===== src/rtl/instruction_fetch_if.sv =====
// Instruction-memory read bus between the fetch unit (master) and memory (slave).
interface instruction_fetch_if;
  logic        o_mem_req;
  logic [31:0] o_mem_addr;
  logic        i_mem_ack;
  logic [31:0] i_mem_rdata;

  modport master (output o_mem_req, output o_mem_addr, input i_mem_ack, input i_mem_rdata);
  modport slave  (input o_mem_req, input o_mem_addr, output i_mem_ack, output i_mem_rdata);
endinterface


===== src/rtl/instruction_fetch.sv =====
// Instruction fetch FSM (IDLE/REQ/HOLD) with PC, branch redirect and IR handshake.
// Optional fetch-timeout watchdog is built when IFETCH_TIMEOUT_EN is defined.
module instruction_fetch #(
  parameter logic [31:0] RESET_PC    = 32'h0000_0000,
  parameter int          TIMEOUT_CYC = 15
) (
  input  logic                        i_clk,
  input  logic                        i_rstn,
  input  logic                        i_run,
  input  logic                        i_pc_ld,
  input  logic [31:0]                 i_pc_target,
  instruction_fetch_if.master         mem,
  output logic [31:0]                 o_instruction,
  output logic                        o_il,
  input  logic                        i_ir_ready,
  output logic [31:0]                 o_pc,
  output logic                        o_busy,
  output logic                        o_fault
);
  typedef enum logic [1:0] {IDLE, REQ, HOLD} state_e;

  state_e      state_q;
  logic [31:0] pc_q, redir_pc_q, addr_q, instr_q, opc_q;
  logic        redir_q, req_q, il_q, busy_q;
  logic [31:0] pc_d, redir_tgt_d;
  logic        ack_ok, timeout_hit;

  assign pc_d        = i_pc_ld ? i_pc_target : pc_q;
  assign redir_tgt_d = i_pc_ld ? i_pc_target : redir_pc_q;
  // Acks are only meaningful while a request is actually on the bus
  assign ack_ok      = (state_q == REQ) && req_q && mem.i_mem_ack;

`ifdef IFETCH_TIMEOUT_EN
  localparam int CW = $clog2(TIMEOUT_CYC + 1);
  logic [CW-1:0] wait_q;
  logic          fault_q;

  assign timeout_hit = (state_q == REQ) && req_q && !mem.i_mem_ack &&
                       (wait_q == CW'(TIMEOUT_CYC - 1));

  always_ff @(posedge i_clk or negedge i_rstn) begin
    if (!i_rstn) begin
      wait_q  <= '0;
      fault_q <= 1'b0;
    end else begin
      if (state_q != REQ || !req_q || mem.i_mem_ack || timeout_hit) wait_q <= '0;
      else                                                          wait_q <= wait_q + 1'b1;
      if (timeout_hit) fault_q <= 1'b1;
    end
  end
  assign o_fault = fault_q;
`else
  assign timeout_hit = 1'b0;
  assign o_fault     = 1'b0;
`endif

  always_ff @(posedge i_clk or negedge i_rstn) begin
    if (!i_rstn) begin
      state_q    <= IDLE;
      pc_q       <= RESET_PC;
      redir_pc_q <= '0;
      redir_q    <= 1'b0;
      req_q      <= 1'b0;
      addr_q     <= RESET_PC;
      instr_q    <= '0;
      opc_q      <= '0;
      il_q       <= 1'b0;
      busy_q     <= 1'b0;
    end else begin
      il_q <= 1'b0;
      case (state_q)
        IDLE: begin
          pc_q <= pc_d;
          if (i_run) begin
            state_q <= REQ;
            busy_q  <= 1'b1;
            req_q   <= 1'b1;
            addr_q  <= pc_d;
          end
        end
        REQ: begin
          if (i_pc_ld) begin
            redir_q    <= 1'b1;
            redir_pc_q <= i_pc_target;
          end
          if (ack_ok) begin
            if (redir_q || i_pc_ld) begin
              // Drop the in-flight word and reissue straight at the target
              pc_q    <= redir_tgt_d;
              addr_q  <= redir_tgt_d;
              redir_q <= 1'b0;
            end else begin
              instr_q <= mem.i_mem_rdata;
              opc_q   <= pc_q;
              pc_q    <= pc_q + 32'd1;
              il_q    <= 1'b1;
              req_q   <= 1'b0;
              state_q <= HOLD;
            end
          end else if (timeout_hit) begin
            req_q <= 1'b0;
          end else if (!req_q) begin
            req_q <= 1'b1;
          end
        end
        HOLD: begin
          pc_q <= pc_d;
          if (i_ir_ready) begin
            if (i_run) begin
              state_q <= REQ;
              req_q   <= 1'b1;
              addr_q  <= pc_d;
            end else begin
              state_q <= IDLE;
              busy_q  <= 1'b0;
            end
          end
        end
        default: begin
          state_q <= IDLE;
          busy_q  <= 1'b0;
          req_q   <= 1'b0;
        end
      endcase
    end
  end

  assign mem.o_mem_req  = req_q;
  assign mem.o_mem_addr = addr_q;
  assign o_instruction  = instr_q;
  assign o_pc           = opc_q;
  assign o_il           = il_q;
  assign o_busy         = busy_q;
endmodule


===== src/flat_wrapper.sv =====
// flat-port wrapper written by rule: the top's interface ports become plain ports
module instruction_fetch_flat 
#(
  parameter logic [31:0] RESET_PC    = 32'h0000_0000,
  parameter int          TIMEOUT_CYC = 15
)
  (i_clk, i_rstn, i_run, i_pc_ld, i_pc_target, o_instruction, o_il, i_ir_ready, o_pc, o_busy, o_fault, mem_o_mem_req, mem_o_mem_addr, mem_i_mem_ack, mem_i_mem_rdata);
  instruction_fetch_if mem_i ();
  input  logic i_clk;
  input  logic i_rstn;
  input  logic i_run;
  input  logic i_pc_ld;
  input  logic [31:0] i_pc_target;
  output logic [31:0] o_instruction;
  output logic o_il;
  input  logic i_ir_ready;
  output logic [31:0] o_pc;
  output logic o_busy;
  output logic o_fault;
  output wire logic [$bits(mem_i.o_mem_req)-1:0] mem_o_mem_req;
  output wire logic [$bits(mem_i.o_mem_addr)-1:0] mem_o_mem_addr;
  input wire logic [$bits(mem_i.i_mem_ack)-1:0] mem_i_mem_ack;
  input wire logic [$bits(mem_i.i_mem_rdata)-1:0] mem_i_mem_rdata;
  assign mem_o_mem_req = mem_i.o_mem_req;
  assign mem_o_mem_addr = mem_i.o_mem_addr;
  assign mem_i.i_mem_ack = mem_i_mem_ack;
  assign mem_i.i_mem_rdata = mem_i_mem_rdata;
  instruction_fetch #(.RESET_PC(RESET_PC), .TIMEOUT_CYC(TIMEOUT_CYC)) u_core (.i_clk(i_clk), .i_rstn(i_rstn), .i_run(i_run), .i_pc_ld(i_pc_ld), .i_pc_target(i_pc_target), .mem(mem_i), .o_instruction(o_instruction), .o_il(o_il), .i_ir_ready(i_ir_ready), .o_pc(o_pc), .o_busy(o_busy), .o_fault(o_fault));
endmodule

===== config.mk =====
export PLATFORM = sky130hd
export DESIGN_NAME = instruction_fetch_flat
export DESIGN_NICKNAME = d
export VERILOG_FILES = /design/src/rtl/instruction_fetch_if.sv /design/src/rtl/instruction_fetch.sv /design/src/flat_wrapper.sv
export SDC_FILE = /design/constraint.sdc
export NUM_CORES = 1
export LEC_CHECK = 0
export ABC_AREA = 1
export ABC_CLOCK_PERIOD_IN_PS = 3900
export BUFFER_PORTS_ARGS = -buffer_cell sky130_fd_sc_hd__buf_4
export CORE_AREA = 2 2 123 125
export DETAILED_ROUTE_END_ITERATION = 8
export DIE_AREA = 0 0 125 127
export PLACE_DENSITY = 0.84
export SYNTH_ARGS = -nofsm -noshare
export SYNTH_HDL_FRONTEND = slang
export SYNTH_SLANG_ARGS = --single-unit

===== constraint.sdc =====
create_clock -name i_clk -period 3.9 [get_ports i_clk]
set_clock_uncertainty 0.1 [all_clocks]
set_input_delay 0.195 -clock i_clk [delete_from_list [all_inputs] [get_ports i_clk]]
set_output_delay 0.195 -clock i_clk [all_outputs]
set_load 0.02 [all_outputs]

==> metrics <==
global route overflow=0; Clk pin slew, worst setup/hold paths=0.07 ns; placed insts=between 1000 and 1500; gr usage total=30.2%; count of pins over their slew limit=0; DRT Pass-1 Iters=8; setup bufs post-CTS=0; CP Cell Sequence=nand2_2 -> nor2_4 -> nand2_4 -> inv_2 -> buf_4 -> nand2_1 -> nand2_1; R2R Path End=u_core.o_instruction[26]; Post-synth EDFFs=0; final setup TNS=0 ns; post-DP HPWL=15200 um; Ys Warns=0; Initial Util=between 50% and 60%; Routed WL=roughly 23000 um; violated checks=DRC; worst IR drop on VDD=0.508 mV; worst-path maximum fanout=between 40 and 50; Synth Area per Inst=7.32 sq um; Hold Crit Depth=5; Unique masters post-synth=32; RSZ-0062 raised after global routing=no; clk_lat worst skew=0.43 ns; total CTS buffers=17; Layout area overhead=26.1%; origin of the worst min-delay path=i_pc_target[6]; Main synth FF type=dfrtp_1; P per Cell Area=807 nW/um^2; # nets final=1410; Die H=about 130 um; H-Tree Depth=4; WP buf/inv=2; area share of the leading cell type in the synthesized netlist=around half; area leader, netlist=dfrtp_1; initial antenna violation count=0; fin crit period=2.77 ns; reg2reg path depth=7; most used cell, CP=nand2_1; final setup margin=roughly 1.1 ns; Comb pwr share=45.4%; Seq cells post-synth=166; outcome=finished, violations left; cell-internal power=around 4.9 mW; worst-margin pin slew=between 1 and 1.5 ns; setup violators final=0; Data required, critical path=4.16 ns; final hold vios=0; Setup WS pre-CTS=between 1 and 1.5 ns; Worst Hold Class=input port to flop; MaxCap Viol Count=0; Die Footprint=about 16000 sq um; Clock power frac=19.6%; asr flop ratio synth=between 90% and 100%; Die W=around 130 um; Root Buffer=clkbuf_16; P_leak=5.56 nW; antenna fix cells=0; Synth area leaders=dfrtp_1 49%, nand2_1 18%, o21ai_0 8.6%; final non-filler cell total=1535; Critical Path End Type=flop; Iter 0 DRT Violations=1003; Critical Path AT=between 3 and 4 ns; slowest CP cell=dfrtp_1; PortBufs=168; Sequential Power Share=between 30% and 40%; Mapped Nets=approximately 1200; Core Footprint=14400 sq um; Setup CP Type=flop to flop; Final GP Congestion=approximately 0.95; Cell Rows=44; Mapped Cells=1164; r2r setup slk=around 1.1 ns; Startpoint Class=flop; DRT antenna net count=0; worst hold slack=0.0574 ns; Tcrit/Tclk final=a little under three quarters; share of cells above drive strength 1=16.7%; global-route wire length before repair=38700 um; vias in the first global route=8008; post-CTS sizing=0; hold path endpoint=u_core.redir_pc_q[6]; vias per cell=5.42; register area share after synthesis=roughly 49%; clk sink count=roughly 170; maximum clock frequency=361 MHz; CTS tree=done; via count=around 8300; switching pwr=between 3 and 4 mW; drc violations=2; Rel. slew slack=24.2%; crit-path leading delay family=simple AND/OR/NAND/NOR gates; mapped cell area=roughly 8500 sq um; Sw Share=a little over two fifths; Routed WL per cell=approximately 15 um; CTS max path bufs=2; IO Pins=170; CP peak stage delay=0.76 ns; worst r2r src=u_core.state_q[0]; largest net degree at the start of global routing=roughly 120
## synthesized netlist by cell type (5+ instances only)
cell type  instances
o21ai_0          146
a21oi_1           15
nor2_1            97
nand3_1           62
buf_2             32
o21a_1            13
buf_6              5
inv_1            119
nand2_1          408
o21ai_1           32
clkbuf_1          15
and3_1             6
nand4_1            6
dfrtp_1          166
nor2_2             6
## final cells by class
class	count	area [sq um]
sequential	166	4150
fill	1110	3680
multi-input combinational	819	3610
timing repair buffer	212	1690
clock buffer	24	502
inverter	123	462
tap	184	230
clock inverter	7	93.8
## sequential cells by signal, summed over array words and instances, names as in the netlist
register	flops
u_core.o_pc	32
u_core.pc_q	32
u_core.state_q	2
u_core.o_busy	1
u_core.mem.o_mem_addr	32
u_core.redir_pc_q	32
u_core.o_instruction	32
u_core.redir_q	1
u_core.mem.o_mem_req	1
u_core.o_il	1
## tightest hold or removal path, stage by stage
cell and delay (ns):
buf_4 0.08, nand2_1 0.05, o21ai_1 0.08, nand2_1 0.07, o21ai_0 0.08
## per-layer routing
| metal | routed length [um] | share of wire, % | track usage [%] | up-vias |
|---|---|---|---|---|
| met5 | 0 | 0 | 0 | - |
| met4 | 461 | 2.0 | 10.6 | 0 |
| met3 | 2010 | 8.6 | 7.04 | 40 |
| met2 | 10700 | 46 | 47.1 | 385 |
| met1 | 10200 | 44 | 42.1 | 3863 |
| li1 | - | - | - | 4036 |
## timing repair
| action | 4_1_cts | 5_1_grt |
|---|---|---|
| endpoints found under the setup margin | 0 | 0 |
| hold buffers | 34 | 0 |
| endpoints found under the hold margin | 134 | 0 |
## worst max-delay path by stage
stage / from / to / slack [ns] / cells after the start
2_1_floorplan: u_core.mem.o_mem_req / u_core.o_pc[4] / 2.28 / 8
3_3_place_gp: u_core.state_q[0] / u_core.pc_q[10] / 1.13 / 7
3_5_place_dp: u_core.state_q[0] / u_core.pc_q[10] / 1.12 / 7
4_1_cts: u_core.state_q[0] / u_core.pc_q[10] / 1.12 / 7
5_1_grt: u_core.state_q[0] / u_core.mem.o_mem_addr[16] / 0.83 / 7
6_report: u_core.state_q[0] / u_core.o_instruction[26] / 1.13 / 7
## stage by stage
step                      total power [mW]  utilization (%)  cell area [sq um]
final                                 8.67             74.5              10700
after global routing                  9.27             74.5              10700
after CTS                             8.64             74.5              10700
after detailed placement              6.88             68.0               9810
after global placement                6.75             68.0               9810
after floorplan                       5.47                -               8520
## kinds of logic (layout without fill, tap and decap cells)
| kind of cell | Yosys count | after routing | share of synthesized area (%) |
|---|---|---|---|
| other cells | 1 | 1 | 0.0440 |
| compound gates | 215 | 215 | 13.3 |
| flops | 166 | 166 | 48.7 |
| buf+inv | 179 | 366 | 8.97 |
| simple gates | 598 | 598 | 28.4 |
| fa+ha+maj | 1 | 1 | 0.147 |
| xor+xnor | 4 | 4 | 0.411 |
## placed cells by master, fill, tap and decap left out, types with 3 or more instances in the layout
master         instances
nand2_1              408
buf_4                176
dfrtp_1              166
o21ai_0              146
inv_1                119
nor2_1                97
nand3_1               62
dlygate4sd3_1         34
o21ai_1               32
clkbuf_16             17
a21oi_1               15
o21a_1                13
nor2_2                 6
and3_1                 6
nand4_1                6
clkbuf_8               5
inv_2                  4
xor2_1                 4
or2_2                  3
nand3b_1               3
## power groups by stage
stage	Sequential (mW)	Clock (mW)	Combinational (mW)
6_report	3.03	1.70	3.93
5_1_grt	3.13	1.78	4.36
4_1_cts	3.02	1.71	3.91
3_5_place_dp	3.03	0	3.86
3_3_place_gp	3.01	0	3.74
2_1_floorplan	3.46	0	2.01
(Power assumes the default switching activity.)
